===== src/rtl/exec_pipe_reg_pkg.sv =====
// Shared CPU definitions: default widths, ALU encodings and the control bundle
// carried down the decode->execute pipeline.
package cpu_pkg;

  localparam int CPU_DATA_W = 16;
  localparam int CPU_ADDR_W = 4;
  localparam int CPU_FUNC_W = 2;

  typedef enum logic [1:0] {
    ALU_ADD = 2'b00,
    ALU_SUB = 2'b01,
    ALU_AND = 2'b10,
    ALU_OR  = 2'b11
  } alu_func_e;

  typedef struct packed {
    logic reg_write;
    logic mem_write;
    logic mem_to_reg;
    logic forward;
  } ctrl_t;

  localparam int CTRL_W = $bits(ctrl_t);

  // Saturating increment for 16-bit event counters (sticks at all-ones).
  function automatic logic [15:0] sat_inc16(input logic [15:0] v);
    return (v == 16'hFFFF) ? v : (v + 16'd1);
  endfunction

endpackage


===== src/rtl/exec_pipe_reg_if.sv =====
// Decode-side request and execute-side result bundle of the decode->execute
// pipeline register. master = decode/control side, slave = the pipeline register.
interface exec_pipe_reg_if #(
  parameter int DATA_W = 16,
  parameter int ADDR_W = 4,
  parameter int FUNC_W = 2
);
  logic              stall_i;
  logic              flush_i;
  logic              valid_i;
  logic              reg_write_i;
  logic              mem_write_i;
  logic              mem_to_reg_i;
  logic              forward_i;
  logic [FUNC_W-1:0] alufunc_i;
  logic [DATA_W-1:0] src1_i;
  logic [DATA_W-1:0] src2_i;
  logic [ADDR_W-1:0] dest_i;
  logic [ADDR_W-1:0] rs1_chk_i;
  logic [ADDR_W-1:0] rs2_chk_i;

  logic              valid_o;
  logic              reg_write_o;
  logic              mem_write_o;
  logic              mem_to_reg_o;
  logic              forward_o;
  logic [FUNC_W-1:0] alufunc_o;
  logic [DATA_W-1:0] src1_o;
  logic [DATA_W-1:0] src2_o;
  logic [ADDR_W-1:0] dest_o;
  logic [ADDR_W-1:0] fwd_addr_o;
  logic              load_use_o;
  logic [1:0]        raw_hit_o;
  logic [2:0]        occupancy_o;
  logic [15:0]       bubble_cnt_o;

  modport master (
    output stall_i, flush_i, valid_i, reg_write_i, mem_write_i, mem_to_reg_i, forward_i,
    output alufunc_i, src1_i, src2_i, dest_i, rs1_chk_i, rs2_chk_i,
    input  valid_o, reg_write_o, mem_write_o, mem_to_reg_o, forward_o, alufunc_o,
    input  src1_o, src2_o, dest_o, fwd_addr_o, load_use_o, raw_hit_o, occupancy_o, bubble_cnt_o
  );

  modport slave (
    input  stall_i, flush_i, valid_i, reg_write_i, mem_write_i, mem_to_reg_i, forward_i,
    input  alufunc_i, src1_i, src2_i, dest_i, rs1_chk_i, rs2_chk_i,
    output valid_o, reg_write_o, mem_write_o, mem_to_reg_o, forward_o, alufunc_o,
    output src1_o, src2_o, dest_o, fwd_addr_o, load_use_o, raw_hit_o, occupancy_o, bubble_cnt_o
  );
endinterface


===== src/rtl/exec_pipe_reg_slot.sv =====
// One pipeline stage register. Clear (flush) wins over hold (stall), which
// wins over loading the upstream value.
module exec_pipe_slot #(
  parameter int W = 8
) (
  input  logic         clk,
  input  logic         reset,
  input  logic         hold_i,
  input  logic         clear_i,
  input  logic [W-1:0] d_i,
  output logic [W-1:0] q_o
);

  logic [W-1:0] q_q;
  logic [W-1:0] q_d;

  // Select next stage contents: bubble on clear, keep on hold, else load.
  always_comb begin
    q_d = q_q;
    if (clear_i) begin
      q_d = '0;
    end else if (hold_i) begin
      q_d = q_q;
    end else begin
      q_d = d_i;
    end
  end

  // Stage storage with asynchronous active-low reset to an empty bubble.
  always_ff @(posedge clk or negedge reset) begin
    if (!reset) begin
      q_q <= '0;
    end else begin
      q_q <= q_d;
    end
  end

  assign q_o = q_q;

endmodule


===== src/rtl/exec_pipe_reg.sv =====
// Decode->execute pipeline register of DEPTH stages with valid, stall, flush,
// in-flight RAW / load-use detection, occupancy and a saturating bubble counter.
module exec_pipe_reg
  import cpu_pkg::*;
#(
  parameter int DATA_W   = CPU_DATA_W,
  parameter int ADDR_W   = CPU_ADDR_W,
  parameter int FUNC_W   = CPU_FUNC_W,
  parameter int DEPTH    = 1,
  parameter int ZERO_REG = 1
) (
  input logic           clk,
  input logic           reset,
  exec_pipe_reg_if.slave bus
);

  typedef struct packed {
    logic              valid;
    ctrl_t             ctrl;
    logic [FUNC_W-1:0] alufunc;
    logic [DATA_W-1:0] src1;
    logic [DATA_W-1:0] src2;
    logic [ADDR_W-1:0] dest;
  } slot_t;

  localparam int SLOT_W = $bits(slot_t);

  slot_t       in_s;
  slot_t       chain_d [DEPTH];
  slot_t       stage_q [DEPTH];
  logic [1:0]  raw_hit_s;
  logic        load_use_s;
  logic [2:0]  occ_s;
  logic        rs1_zero_s;
  logic        rs2_zero_s;
  logic [15:0] bubble_cnt_q;
  logic [15:0] bubble_cnt_d;

  // Build the stage-0 input; an invalid decode slot becomes an all-zero bubble.
  always_comb begin
    in_s = '0;
    if (bus.valid_i) begin
      in_s.valid           = 1'b1;
      in_s.ctrl.reg_write  = bus.reg_write_i;
      in_s.ctrl.mem_write  = bus.mem_write_i;
      in_s.ctrl.mem_to_reg = bus.mem_to_reg_i;
      in_s.ctrl.forward    = bus.forward_i;
      in_s.alufunc         = bus.alufunc_i;
      in_s.src1            = bus.src1_i;
      in_s.src2            = bus.src2_i;
      in_s.dest            = bus.dest_i;
    end else begin
      in_s = '0;
    end
  end

  // Chain the stages: stage 0 takes the decode input, stage k takes stage k-1.
  always_comb begin
    chain_d[0] = in_s;
    for (int k = 1; k < DEPTH; k++) begin
      chain_d[k] = stage_q[k-1];
    end
  end

  for (genvar g = 0; g < DEPTH; g++) begin : g_slot
    exec_pipe_slot #(.W(SLOT_W)) u_slot (
      .clk     (clk),
      .reset   (reset),
      .hold_i  (bus.stall_i),
      .clear_i (bus.flush_i),
      .d_i     (chain_d[g]),
      .q_o     (stage_q[g])
    );
  end

  // Register 0 is hardwired zero, so reading it never depends on an in-flight write.
  assign rs1_zero_s = (ZERO_REG != 0) && (bus.rs1_chk_i == '0);
  assign rs2_zero_s = (ZERO_REG != 0) && (bus.rs2_chk_i == '0);

  // Compare decode sources against every writing stage; loads also raise load-use.
  always_comb begin
    raw_hit_s  = 2'b00;
    load_use_s = 1'b0;
    for (int k = 0; k < DEPTH; k++) begin
      raw_hit_s[0] = raw_hit_s[0] | (stage_q[k].valid & stage_q[k].ctrl.reg_write &
                                     (stage_q[k].dest == bus.rs1_chk_i) & ~rs1_zero_s);
      raw_hit_s[1] = raw_hit_s[1] | (stage_q[k].valid & stage_q[k].ctrl.reg_write &
                                     (stage_q[k].dest == bus.rs2_chk_i) & ~rs2_zero_s);
      load_use_s   = load_use_s | (stage_q[k].valid & stage_q[k].ctrl.reg_write &
                                   stage_q[k].ctrl.mem_to_reg &
                                   (((stage_q[k].dest == bus.rs1_chk_i) & ~rs1_zero_s) |
                                    ((stage_q[k].dest == bus.rs2_chk_i) & ~rs2_zero_s)));
    end
  end

  // Count valid stages currently in flight.
  always_comb begin
    occ_s = 3'd0;
    for (int k = 0; k < DEPTH; k++) begin
      occ_s = occ_s + 3'(stage_q[k].valid);
    end
  end

  // A bubble leaves the pipe on a flush edge or on a moving edge with an empty last stage.
  always_comb begin
    bubble_cnt_d = bubble_cnt_q;
    if (bus.flush_i || (!bus.stall_i && !stage_q[DEPTH-1].valid)) begin
      bubble_cnt_d = sat_inc16(bubble_cnt_q);
    end else begin
      bubble_cnt_d = bubble_cnt_q;
    end
  end

  // Bubble counter storage; only reset clears it, flush does not.
  always_ff @(posedge clk or negedge reset) begin
    if (!reset) begin
      bubble_cnt_q <= 16'd0;
    end else begin
      bubble_cnt_q <= bubble_cnt_d;
    end
  end

  assign bus.valid_o      = stage_q[DEPTH-1].valid;
  assign bus.reg_write_o  = stage_q[DEPTH-1].ctrl.reg_write;
  assign bus.mem_write_o  = stage_q[DEPTH-1].ctrl.mem_write;
  assign bus.mem_to_reg_o = stage_q[DEPTH-1].ctrl.mem_to_reg;
  assign bus.forward_o    = stage_q[DEPTH-1].ctrl.forward;
  assign bus.alufunc_o    = stage_q[DEPTH-1].alufunc;
  assign bus.src1_o       = stage_q[DEPTH-1].src1;
  assign bus.src2_o       = stage_q[DEPTH-1].src2;
  assign bus.dest_o       = stage_q[DEPTH-1].dest;
  assign bus.fwd_addr_o   = (stage_q[DEPTH-1].valid && stage_q[DEPTH-1].ctrl.reg_write) ?
                            stage_q[DEPTH-1].dest : '0;
  assign bus.raw_hit_o    = raw_hit_s;
  assign bus.load_use_o   = load_use_s;
  assign bus.occupancy_o  = occ_s;
  assign bus.bubble_cnt_o = bubble_cnt_q;

endmodule

===== src/flat_wrapper.sv =====
// flat-port wrapper written by rule: the top's interface ports become plain ports
module exec_pipe_reg_flat import cpu_pkg::*;
#(
  parameter int DATA_W   = CPU_DATA_W,
  parameter int ADDR_W   = CPU_ADDR_W,
  parameter int FUNC_W   = CPU_FUNC_W,
  parameter int DEPTH    = 1,
  parameter int ZERO_REG = 1
)
  (clk, reset, bus_stall_i, bus_flush_i, bus_valid_i, bus_reg_write_i, bus_mem_write_i, bus_mem_to_reg_i, bus_forward_i, bus_alufunc_i, bus_src1_i, bus_src2_i, bus_dest_i, bus_rs1_chk_i, bus_rs2_chk_i, bus_valid_o, bus_reg_write_o, bus_mem_write_o, bus_mem_to_reg_o, bus_forward_o, bus_alufunc_o, bus_src1_o, bus_src2_o, bus_dest_o, bus_fwd_addr_o, bus_load_use_o, bus_raw_hit_o, bus_occupancy_o, bus_bubble_cnt_o);
  exec_pipe_reg_if #(.DATA_W(DATA_W), .ADDR_W(ADDR_W), .FUNC_W(FUNC_W)) bus_i ();
  input logic clk;
  input logic reset;
  input wire logic [$bits(bus_i.stall_i)-1:0] bus_stall_i;
  input wire logic [$bits(bus_i.flush_i)-1:0] bus_flush_i;
  input wire logic [$bits(bus_i.valid_i)-1:0] bus_valid_i;
  input wire logic [$bits(bus_i.reg_write_i)-1:0] bus_reg_write_i;
  input wire logic [$bits(bus_i.mem_write_i)-1:0] bus_mem_write_i;
  input wire logic [$bits(bus_i.mem_to_reg_i)-1:0] bus_mem_to_reg_i;
  input wire logic [$bits(bus_i.forward_i)-1:0] bus_forward_i;
  input wire logic [$bits(bus_i.alufunc_i)-1:0] bus_alufunc_i;
  input wire logic [$bits(bus_i.src1_i)-1:0] bus_src1_i;
  input wire logic [$bits(bus_i.src2_i)-1:0] bus_src2_i;
  input wire logic [$bits(bus_i.dest_i)-1:0] bus_dest_i;
  input wire logic [$bits(bus_i.rs1_chk_i)-1:0] bus_rs1_chk_i;
  input wire logic [$bits(bus_i.rs2_chk_i)-1:0] bus_rs2_chk_i;
  output wire logic [$bits(bus_i.valid_o)-1:0] bus_valid_o;
  output wire logic [$bits(bus_i.reg_write_o)-1:0] bus_reg_write_o;
  output wire logic [$bits(bus_i.mem_write_o)-1:0] bus_mem_write_o;
  output wire logic [$bits(bus_i.mem_to_reg_o)-1:0] bus_mem_to_reg_o;
  output wire logic [$bits(bus_i.forward_o)-1:0] bus_forward_o;
  output wire logic [$bits(bus_i.alufunc_o)-1:0] bus_alufunc_o;
  output wire logic [$bits(bus_i.src1_o)-1:0] bus_src1_o;
  output wire logic [$bits(bus_i.src2_o)-1:0] bus_src2_o;
  output wire logic [$bits(bus_i.dest_o)-1:0] bus_dest_o;
  output wire logic [$bits(bus_i.fwd_addr_o)-1:0] bus_fwd_addr_o;
  output wire logic [$bits(bus_i.load_use_o)-1:0] bus_load_use_o;
  output wire logic [$bits(bus_i.raw_hit_o)-1:0] bus_raw_hit_o;
  output wire logic [$bits(bus_i.occupancy_o)-1:0] bus_occupancy_o;
  output wire logic [$bits(bus_i.bubble_cnt_o)-1:0] bus_bubble_cnt_o;
  assign bus_i.stall_i = bus_stall_i;
  assign bus_i.flush_i = bus_flush_i;
  assign bus_i.valid_i = bus_valid_i;
  assign bus_i.reg_write_i = bus_reg_write_i;
  assign bus_i.mem_write_i = bus_mem_write_i;
  assign bus_i.mem_to_reg_i = bus_mem_to_reg_i;
  assign bus_i.forward_i = bus_forward_i;
  assign bus_i.alufunc_i = bus_alufunc_i;
  assign bus_i.src1_i = bus_src1_i;
  assign bus_i.src2_i = bus_src2_i;
  assign bus_i.dest_i = bus_dest_i;
  assign bus_i.rs1_chk_i = bus_rs1_chk_i;
  assign bus_i.rs2_chk_i = bus_rs2_chk_i;
  assign bus_valid_o = bus_i.valid_o;
  assign bus_reg_write_o = bus_i.reg_write_o;
  assign bus_mem_write_o = bus_i.mem_write_o;
  assign bus_mem_to_reg_o = bus_i.mem_to_reg_o;
  assign bus_forward_o = bus_i.forward_o;
  assign bus_alufunc_o = bus_i.alufunc_o;
  assign bus_src1_o = bus_i.src1_o;
  assign bus_src2_o = bus_i.src2_o;
  assign bus_dest_o = bus_i.dest_o;
  assign bus_fwd_addr_o = bus_i.fwd_addr_o;
  assign bus_load_use_o = bus_i.load_use_o;
  assign bus_raw_hit_o = bus_i.raw_hit_o;
  assign bus_occupancy_o = bus_i.occupancy_o;
  assign bus_bubble_cnt_o = bus_i.bubble_cnt_o;
  exec_pipe_reg #(.DATA_W(DATA_W), .ADDR_W(ADDR_W), .FUNC_W(FUNC_W), .DEPTH(DEPTH), .ZERO_REG(ZERO_REG)) u_core (.clk(clk), .reset(reset), .bus(bus_i));
endmodule

===== config.mk =====
export PLATFORM = sky130hd
export DESIGN_NAME = exec_pipe_reg_flat
export DESIGN_NICKNAME = d
export VERILOG_FILES = /design/src/rtl/exec_pipe_reg_pkg.sv /design/src/rtl/exec_pipe_reg_if.sv /design/src/rtl/exec_pipe_reg_slot.sv /design/src/rtl/exec_pipe_reg.sv /design/src/flat_wrapper.sv
export SDC_FILE = /design/constraint.sdc
export NUM_CORES = 1
export LEC_CHECK = 0
export ABC_AREA = 1
export CELL_PAD_IN_SITES_DETAIL_PLACEMENT = 1
export CELL_PAD_IN_SITES_GLOBAL_PLACEMENT = 1
export CORE_MARGIN = 2
export CORE_UTILIZATION = 32
export DETAILED_ROUTE_END_ITERATION = 12
export PLACE_DENSITY = 0.88
export SLEW_MARGIN = 10
export SYNTH_ARGS = -nofsm -noshare
export SYNTH_HDL_FRONTEND = slang
export SYNTH_SLANG_ARGS = --single-unit

===== constraint.sdc =====
create_clock -name clk -period 2.6 [get_ports clk]
set_input_delay 0.52 -clock clk [delete_from_list [all_inputs] [get_ports clk]]
set_output_delay 0.52 -clock clk [all_outputs]
set_load 0.01 [all_outputs]

==> summary.md, run 1 <==
| Metric | Value |
|---|---|
| Critical path peak fanout | 3 |
| Status | finished, final reports clean |
| Worst setup SP type | input port |
| Commonest non-fill, non-tap cell in the layout | clkdlybuf4s50_1 |
| Synth Instances | 386 |
| Detail Route Antenna Nets | 0 |
| Crit-path leading delay family | buffers and inverters |
| CTS root buf | clkbuf_8 |
| Count of warnings emitted by yosys | 0 |
| Slew @ Worst Pin | 0.563 ns |
| Drt wl/cell | 14.8 um |
| Drt via density | 4.78 |
| Layout cell share with drive strength beyond 1 | 7.05% |
| Comb power frac | 20.5% |
| Power Density | 504 nW/um^2 |
| CTS tree | built |
| First-pass GRT wire length | 14.7 mm |
| CP max stage delay | 0.51 ns |
| Slew headroom | 62.5% |
| Pwr Total | 2.27 mW |
| Mapped cell area | 3010 sq um |
| I/O pin total | 124 |
| Syn Area/Cell | 7.79 sq um |
| Sequential power share | 46.4% |
| Register bit total from synthesis | 59 |
| Commonest non-fill, non-tap cells in the layout | clkdlybuf4s50_1 (117), nand2_1 (94), inv_1 (67) |
| Global routing usage on met1 | 22.3% |
| Top cells by area, synth | dfrtp_1 (49%), nand2_1 (12%), nand3_1 (8.7%) |
| P_sw | 648 uW |
| DR pass1 iterations | 4 |
| Aggregate routed wire length | 9.18 mm |
| Cell chain of the critical path | clkdlybuf4s50_1, inv_1, nand2_1, nand2_1, nor2_1, nand3_1, a21oi_1, dlygate4sd2_1 |
| Crit path kind | in -> out |
| Sequential share of the synthesized area | 49.1% |
| GR Util met3 | 4.58% |
| Latest clock arrival within the worst-skew pair | 0.33 ns |
| Crit. Startpoint | bus_rs2_chk_i[1] |
| Final Skew | 0.0140 ns |
| Row cnt | 35 |
| Max cap viols | 0 |
| Num CTS Buffers | 9 |
| Global Route Usage Sum | 18.2% |
| Leakage power | 2.18 nW |
| Fmax | 426 MHz |
| Clk sink count | 59 |
| Clock slew at reported path FFs | 0.08 ns |
| Yosys top cell area share | 49.1% |
| Layout Nets | 562 |
| Vert. Die Dim | 101 um |
| Clk network pwr share | 33.1% |
| Die width | 101 um |
| Post-CTS Setup Repair Bufs | 0 |
| Worst Hold Class | in -> async |
| Clock buffer depth | 2 |
| Most used cell, CP | nand2_1 |
| Hold buffers post-CTS | 0 |
| Total congestion overflow | 0 |
| Core Area | 9200 sq um |
| DIE AREA | 10200 sq um |
| # diodes | 0 |
| GRT busiest layer | met2 |
| CP endpoint kind | primary output |
| Final min period | 2.35 ns |
| Initial antenna violation count | 0 |
| Routability cong. | 0.809 |
| H-tree levels | 3 |
| Cell variety after synth | 26 |
| # port buffers | 121 |
| Area after DPL | 4320 sq um |
| Starting Density | 32.7% |
| Dpl hpwl | 6.83 mm |
| Worst IR Drop VDD | 197 uV |
| Launch point of the worst reg-to-reg path | u_core.bus.bubble_cnt_o[1] |
| Layout area overhead | 49.6% |
| Buffers & Inverters on Critical Path | 3 |
| Fin area | 4500 sq um |
| Slew Viols, Final | 0 |
| # DRC | 0 |
| Vias in the first global route | 3095 |
| Hold Vio Cnt, Final | 0 |
| Final setup viols | 0 |
| RSZ-0062 raised after global routing | false |
| Vias | 2972 |
| Crit path DAT | 1.83 ns |
| Tcrit/Tclk final | 90.4% |
| Sw Share | 28.5% |
| Critical path required time | 2.08 ns |
| Largest net degree at the start of global routing | 38 |
| Crit path max-delay cell type | clkdlybuf4s50_1 |
| Met2 GRT Util | 31.5% |
| Area leader, netlist | dfrtp_1 |
| P_int | 1.62 mW |
| Initial drt markers | 113 |
| Setup TNS | 0 ns |
## power by group through the flow
stage	clock network [mW]	logic, mW	registers [mW]
3_3_place_gp	0	0.454	1.07
4_1_cts	0.771	0.474	1.05
3_5_place_dp	0	0.472	1.07
6_report	0.751	0.466	1.05
2_1_floorplan	0	0.171	1.08
5_1_grt	0.813	0.516	1.06
## Yosys cell counts, drive strengths merged
cell type and instances:
clkbuf 9, o22ai 4, nand3b 3, nand4 4, o21ai 40, buf 8, nor2 29, xnor2 2
inv 69, xor2 4, conb 1, nand2 97, ha 1, a21oi 1, nand3 55, dfrtp 59
## final timing paths
| path | endpoint | slack, ns | depth (start not counted) |
|---|---|---|---|
| setup / recovery | bus_load_use_o | 0.25 | 8 |
| hold / removal | u_core.bus.bubble_cnt_o[10] | 0.18 | 1 |
| setup reg to reg | u_core.bus.bubble_cnt_o[3] | 1.02 | 7 |
| hold reg to reg | u_core.g_slot[0].u_slot.q_o[10] | 0.52 | 2 |
| max in group asynchronous | u_core.g_slot[0].u_slot.q_o[42] | 1.82 | 2 |
| min in group clk | u_core.g_slot[0].u_slot.q_o[10] | 0.52 | 2 |
## final cells by class
type,count,area [sq um]
flip-flops and latches,59,1480
inverters,69,259
clock buffers,14,163
clock inverters,2,10.0
multi-input cells,242,1190
fillers,1123,4700
repair buffers,125,1260
well taps,111,139
## state kept, by name (all words and copies together) (netlist names)
| name | count |
|---|---|
| u_core.g_slot.u_slot.q_o | 43 |
| u_core.bus.bubble_cnt_o | 16 |
## worst reg2reg max path: cells and delay by family (launching register included)
family	cells	cell delay, ns
adders and majority gates	1	0.23
buffers and inverters	1	0.14
DFF	1	0.41
and+or+nand+nor	5	0.74
## stage by stage
| stage | util [%] | setup WS, ns | hold WS (ns) | instances |
|---|---|---|---|---|
| floorplan | - | 1.03 | 0.224 | 387 |
| CTS | 48.9 | 0.0152 | 0.190 | 622 |
| global route | 48.9 | 0.114 | 0.201 | 622 |
| finish | 48.9 | 0.250 | 0.176 | 622 |
| detailed placement | 47.0 | -0.0449 | 0.508 | 606 |
| global placement | 47.0 | -0.0283 | 0.494 | 606 |
## metal layers
layer / up-vias / share of wire [%]
li1: 1437 / -
met2: 84 / 50
met1: 1436 / 44
met4: 0 / 1.8
met5: - / 0
met3: 15 / 4.8
## what timing repair did
item	4_1_cts	5_1_grt
setup endpoints to repair	1	2
resized for setup	1	2
hold endpoints to repair	0	0
## logic make-up (layout without fill, tap and decap cells)
logic type | after synthesis | in the layout | synth area share (%)
AOI/OAI and AO/OA | 45 | 45 | 8.03
and+or+nand+nor | 188 | 188 | 29.0
other | 1 | 2 | 0.125
xor gates and xnor gates | 6 | 6 | 1.75
buffers and inverters | 86 | 210 | 11.5
adders and majority gates | 1 | 1 | 0.416
DFF | 59 | 59 | 49.1
Note: power is estimated with default switching activity, not from simulation.
==> run 2: changes to the inputs <==
- REMOVE_ABC_BUFFERS: unset -> 1
- clock period: 2.6 -> 2.9 ns (I/O delays scaled with it)
==> run 2 against run 1 <==
Against the previous run: first-iteration DRC count is 1.8% lower; sequential share of layout area about the same; register-to-register slack improved by 0.27 ns; utilization about the same; global-route usage grew 0.75 points; non-clock buffer count shrank 1; clock power increased by 3.2%; flip-flop and latch count did not move; via count grew 0.13%; critical path depth did not move; largest cell class unchanged.
==> summary.md, run 2 (same netlist as run 1, synthesis figures left out) <==
| Metric | Value |
|---|---|
| WP depth | 8 |
| Global Route Usage Sum | 19.0% |
| Max cap viols | 0 |
| Slew @ Worst Pin | 0.757 ns |
| # resized after CTS | 0 |
| Area after DPL | 4300 sq um |
| Buffers & Inverters on Critical Path | 3 |
| Filler Cell Count | 1121 |
| Total congestion overflow | 0 |
| RSZ-0062 raised after global routing | false |
| Worst Hold Class | in -> async |
| Vias in the first global route | 3199 |
| Largest register FFs | 43 |
| # DRC | 0 |
| Worst R2R End | u_core.bus.bubble_cnt_o[0] |
| Drt via density | 4.79 |
| Clock slew at reported path FFs | 0.07 ns |
| Tcrit/Tclk final | 93.2% |
| Commonest non-fill, non-tap cells in the layout | clkdlybuf4s50_1 (119), nand2_1 (94), inv_1 (67) |
| Starting Density | 32.7% |
| Layout Nets | 561 |
| Crit path kind | in -> out |
| DR pass1 iterations | 4 |
| Layout cell share with drive strength beyond 1 | 7.45% |
| P_sw | 613 uW |
| Layout area overhead | 49.7% |
| Fin util | 49.0% |
| Fmax | 370 MHz |
| Fin area | 4500 sq um |
| Post-CTS Setup Repair Bufs | 0 |
| Reg2reg setup slack | 1.29 ns |
| CTS tree | built |
| R2R depth | 7 |
| Status | finished, final reports clean |
| Vert. Die Dim | 101 um |
| Area of the multi-input gates | 1190 sq um |
| Sw Share | 28.8% |
| Crit-path leading delay family | buffers and inverters |
| Slew Viols, Final | 0 |
| Crit. Startpoint | bus_rs2_chk_i[3] |
| Die width | 101 um |
| Routability cong. | 0.765 |
| Storage cell area | 1480 sq um |
| Worst setup path end | bus_load_use_o |
| Crit path max-delay cell type | clkdlybuf4s50_1 |
| H-tree levels | 3 |
| Hold buffers post-CTS | 0 |
| Setup TNS | 0 ns |
| # port buffers | 121 |
| CP endpoint kind | primary output |
| DIE AREA | 10200 sq um |
| I/O pin total | 124 |
| Largest net degree at the start of global routing | 44 |
| Final Skew | 0.00926 ns |
| Clk sink count | 59 |
| Launch point of the worst reg-to-reg path | u_core.bus.bubble_cnt_o[0] |
| Drt wl/cell | 15.0 um |
| First-pass GRT wire length | 15.1 mm |
| Worst setup SP type | input port |
| Clock buffer depth | 2 |
| Critical path required time | 2.32 ns |
| Num CTS Buffers | 9 |
| Aggregate routed wire length | 9.34 mm |
| Comb power frac | 19.4% |
| Dpl ws | 0.180 ns |
| # diodes | 0 |
| Dpl hpwl | 7.07 mm |
| Initial drt markers | 111 |
| P_int | 1.52 mW |
| Hold Vio Cnt, Final | 0 |
| Leakage power | 2.13 nW |
| Initial antenna violation count | 0 |
| CP max stage delay | 0.55 ns |
| Power Density | 473 nW/um^2 |
| Crit path DAT | 2.12 ns |
| Core Area | 9200 sq um |
| Detail Route Antenna Nets | 0 |
| Slew headroom | 49.5% |
| Cell chain of the critical path | clkdlybuf4s50_1, inv_1, nand2_1, nand2_1, nor2_1, nand3_1, a21oi_1, clkdlybuf4s50_1 |
| Clk network pwr share | 36.4% |
| Latest clock arrival within the worst-skew pair | 0.34 ns |
| Row cnt | 35 |
| Final min period | 2.70 ns |
| Pwr Total | 2.13 mW |
| Critical path peak fanout | 2 |
| CTS root buf | clkbuf_8 |
| Worst IR Drop VDD | 199 uV |
| Fin worst setup slack | 0.197 ns |
| Sequential power share | 44.2% |
| Commonest non-fill, non-tap cell in the layout | clkdlybuf4s50_1 |
| Final setup viols | 0 |
| Vias | 2976 |
run 2: changes by cell type in the layout (fill, tap and decap cells not counted), moves of 2 or more:
cell / previous run / this run
clkdlybuf4s50_1: 117 / 119
dlymetal6s2s_1: 2 / 0
clkinvlp_4: 0 / 2
clkinv_2: 2 / 0
clkinv_4: 0 / 2
clkbuf_1: 3 / 1
run 2: area by class of cell:
class,instances,area share [%]
tap,111,3.09
inverter,69,5.75
clock buffer,11,3.14
multi-input combinational,242,26.4
sequential,59,32.8
clock inverter,5,1.39
timing repair buffer,124,27.5
run 2: worst min-delay path by stage:
stage                               startpoint                         endpoint  slack [ns]
3_3_place_gp   u_core.g_slot[0].u_slot.q_o[28]  u_core.g_slot[0].u_slot.q_o[28]        0.50
3_5_place_dp   u_core.g_slot[0].u_slot.q_o[11]  u_core.g_slot[0].u_slot.q_o[11]        0.50
4_1_cts                                  reset       u_core.bus.bubble_cnt_o[7]        0.30
5_1_grt                                  reset       u_core.bus.bubble_cnt_o[7]        0.32
2_1_floorplan                            reset       u_core.bus.bubble_cnt_o[0]        0.28
6_report                                 reset       u_core.bus.bubble_cnt_o[7]        0.28
run 2: per-layer routing:
layer	up-vias	global-route usage, %	share of wire (%)
li1	1434	-	-
met1	1448	21.7	42
met2	81	34.6	52
met3	13	4.65	5.2
met4	0	6.13	1.4
met5	-	0	0
run 2: through the flow:
stage                     std cells  hold WS [ns]
after floorplan                 370         0.284
after global placement          605         0.498
after detailed placement        605         0.504
after CTS                       621         0.300
after global routing            621         0.320
final                           621         0.281
run 2: power groups by stage:
stage | Clock [mW] | Combinational (mW) | Sequential (mW)
4_1_cts | 0.788 | 0.422 | 0.943
3_3_place_gp | 0 | 0.405 | 0.953
6_report | 0.775 | 0.414 | 0.942
5_1_grt | 0.825 | 0.460 | 0.952
2_1_floorplan | 0 | 0.138 | 0.972
3_5_place_dp | 0 | 0.419 | 0.958
==> run 3: changes to the inputs <==
- ABC_AREA: 1 -> 0
- CORE_UTILIZATION: 32 -> 35
- PLACE_DENSITY: 0.88 -> 0.9
- SYNTH_HIERARCHICAL: unset -> 1
==> run 3 against run 2 <==
Against the previous run: flip-flop and latch count did not move; synthesized cell count fell by 29%; synthesized area fell by 0.50%; fmax fell by 2.5%; first-iteration DRC count fell by 49%.
==> summary.md, run 3 <==
| Metric | Value |
|---|---|
| Detail Route Antenna Nets | 0 |
| Starting Density | 36.2% |
| Synth Instances | 275 |
| I/O pin total | 124 |
| Final min period | 2.77 ns |
| Slew headroom | 50.6% |
| Storage cell area | 1480 sq um |
| Total congestion overflow | 0 |
| Die width | 96.5 um |
| Fin worst setup slack | 0.126 ns |
| Post-CTS Setup Repair Bufs | 0 |
| Most instantiated cells after synthesis | dfrtp_1 (59), nor2_1 (46), mux2i_1 (43) |
| EDFF count, synth | 0 |
| Commonest non-fill, non-tap cell in the layout | clkdlybuf4s50_1 |
| Initial antenna violation count | 0 |
| Commonest non-fill, non-tap cells in the layout | clkdlybuf4s50_1 (115), dfrtp_1 (59), nor2_1 (46) |
| Routability cong. | 0.778 |
| Most frequent cell after synthesis | dfrtp_1 |
| Yosys top cell area share | 49.4% |
| RSZ-0062 raised after global routing | false |
| Hold buffers post-CTS | 0 |
| Vias | 2420 |
| Final Skew | 0.00698 ns |
| CTS root buf | clkbuf_8 |
| Crit path kind | in -> out |
| Cell variety after synth | 29 |
| Largest register FFs | 43 |
| Drt via density | 4.82 |
| # diodes | 0 |
| CTS tree | built |
| Register bit total from synthesis | 59 |
| Status | finished, final reports clean |
| H-tree levels | 3 |
| DR pass1 iterations | 4 |
| # DRC | 0 |
| Layout cell share with drive strength beyond 1 | 6.30% |
| Critical path peak fanout | 2 |
| Power Density | 480 nW/um^2 |
| Final cell count without fillers | 502 |
| Hold Vio Cnt, Final | 0 |
| Placed cell count | 488 |
| Critical path required time | 2.32 ns |
| Area of the multi-input gates | 1380 sq um |
| Worst Hold Class | in -> async |
| Largest net degree at the start of global routing | 60 |
| Async S/R FF share, synth | 100% |
| # port buffers | 121 |
| Clk sink count | 59 |
| CP endpoint kind | primary output |
| Max cap viols | 0 |
| Worst setup SP type | input port |
| Clock buffer depth | 2 |
| Tcrit/Tclk final | 95.6% |
| Sequential share of the synthesized area | 49.4% |
| Mapped cell area | 2990 sq um |
| Worst IR Drop VDD | 239 uV |
| Slew @ Worst Pin | 0.740 ns |
| Core Area | 8260 sq um |
| Latest clock arrival within the worst-skew pair | 0.32 ns |
| Global Route Usage Sum | 19.0% |
| Aggregate routed wire length | 8.31 mm |
| Layout area overhead | 46.0% |
| Setup TNS | 0 ns |
| Drt wl/cell | 16.5 um |
| Top cells by area, synth | dfrtp_1 (49%), mux2i_1 (14%), and2_1 (8.8%) |
| Final setup viols | 0 |
| DIE AREA | 9300 sq um |
| Vias in the first global route | 2683 |
| Leakage power | 1.96 nW |
| First-pass GRT wire length | 13.4 mm |
| Crit path DAT | 2.19 ns |
| Count of warnings emitted by yosys | 6 |
| Syn Area/Cell | 10.9 sq um |
| Vert. Die Dim | 96.5 um |
| Clock slew at reported path FFs | 0.06 ns |
| Filler Cell Count | 937 |
| Dpl hpwl | 5.89 mm |
| Fmax | 361 MHz |
| Layout Nets | 450 |
| Slew Viols, Final | 0 |
| Ys flop type | dfrtp_1 |
| Dpl ws | -0.204 ns |
| Area leader, netlist | dfrtp_1 |
| Num CTS Buffers | 9 |
| Initial drt markers | 57 |
| Row cnt | 33 |
==> run 3: cell count changes after synthesis, sizes merged, moves of 4 or more <==
cell   delta
and2     +42
xnor2    +10
nand3    -48
o22ai     -4
nor2     +17
and3      +7
mux2i    +43
inv      -69
o21ai    -38
nand4     +4
nand2    -90
==> run 3: report_power, final <==
part | switching, mW | internal [mW] | leakage [nW]
sequential | 0.0973 | 0.898 | 0.789
combinational | 0.211 | 0.296 | 1.09
clock | 0.298 | 0.294 | 0.0815
total | 0.607 | 1.49 | 1.96
==> run 3: worst paths after layout <==
kind                            depth (start not counted)                               to  slack [ns]                         from
worst max register to register                          4       u_core/bus.bubble_cnt_o[1]        0.96   u_core/bus.bubble_cnt_o[0]
max in group asynchronous                               2  u_core/g_slot[0].u_slot/q_o[41]        2.36                        reset
worst min-delay path                                    2  u_core/g_slot[0].u_slot/q_o[18]        0.26                        reset
worst min register to register                          1      u_core/bus.bubble_cnt_o[15]        0.50  u_core/bus.bubble_cnt_o[15]
worst max-delay path                                    5                   bus_load_use_o        0.13             bus_rs1_chk_i[3]
min in group clk                                        1      u_core/bus.bubble_cnt_o[15]        0.50  u_core/bus.bubble_cnt_o[15]
==> run 3: cells by family after synthesis <==
logic type | share of synthesized area (%)
compound gates | 2.22
xor+xnor | 5.56
fa+ha+maj | 0.418
buf+inv | 5.35
flops | 49.4
mux | 15.1
other cells | 0.125
simple gates | 21.8
==> run 3: timing repair <==
item,CTS,global route
resized for setup,5,0
endpoints found under the hold margin,0,0
setup endpoints to repair,3,0
==> run 3: area by class of cell <==
type / instances / area share [%]
flip-flops and latches: 59 / 33.8
repair buffers: 125 / 28.3
multi-input cells: 199 / 31.5
well taps: 105 / 3.01
clock buffers: 10 / 2.92
clock inverters: 4 / 0.458
==> run 3: critical path: stages <==
cell and delay, ns:
clkdlybuf4s50_1 0.44, or3_4 0.42, a2111oi_4 0.32, o21a_1 0.17, dlygate4sd2_1 0.26
==> run 3: routing by layer <==
layer,up-vias,part of all wire [%],routed length (um),GRT usage (%)
met5,-,0,0,0
met4,0,0.71,59,4.93
met1,1192,41,3420,22.3
met3,6,5.8,479,4.11
li1,1152,-,-,-
met2,70,52,4350,35.0
==> run 3: per-stage QoR <==
stage	power [mW]	cell area, sq um	util [%]	hold slack (ns)
3_3_place_gp	1.50	4210	50.9	0.491
6_report	2.10	4370	52.9	0.255
3_5_place_dp	1.52	4210	50.9	0.498
4_1_cts	2.13	4370	52.9	0.264
5_1_grt	2.22	4370	52.9	0.269
2_1_floorplan	1.19	2840	-	0.284
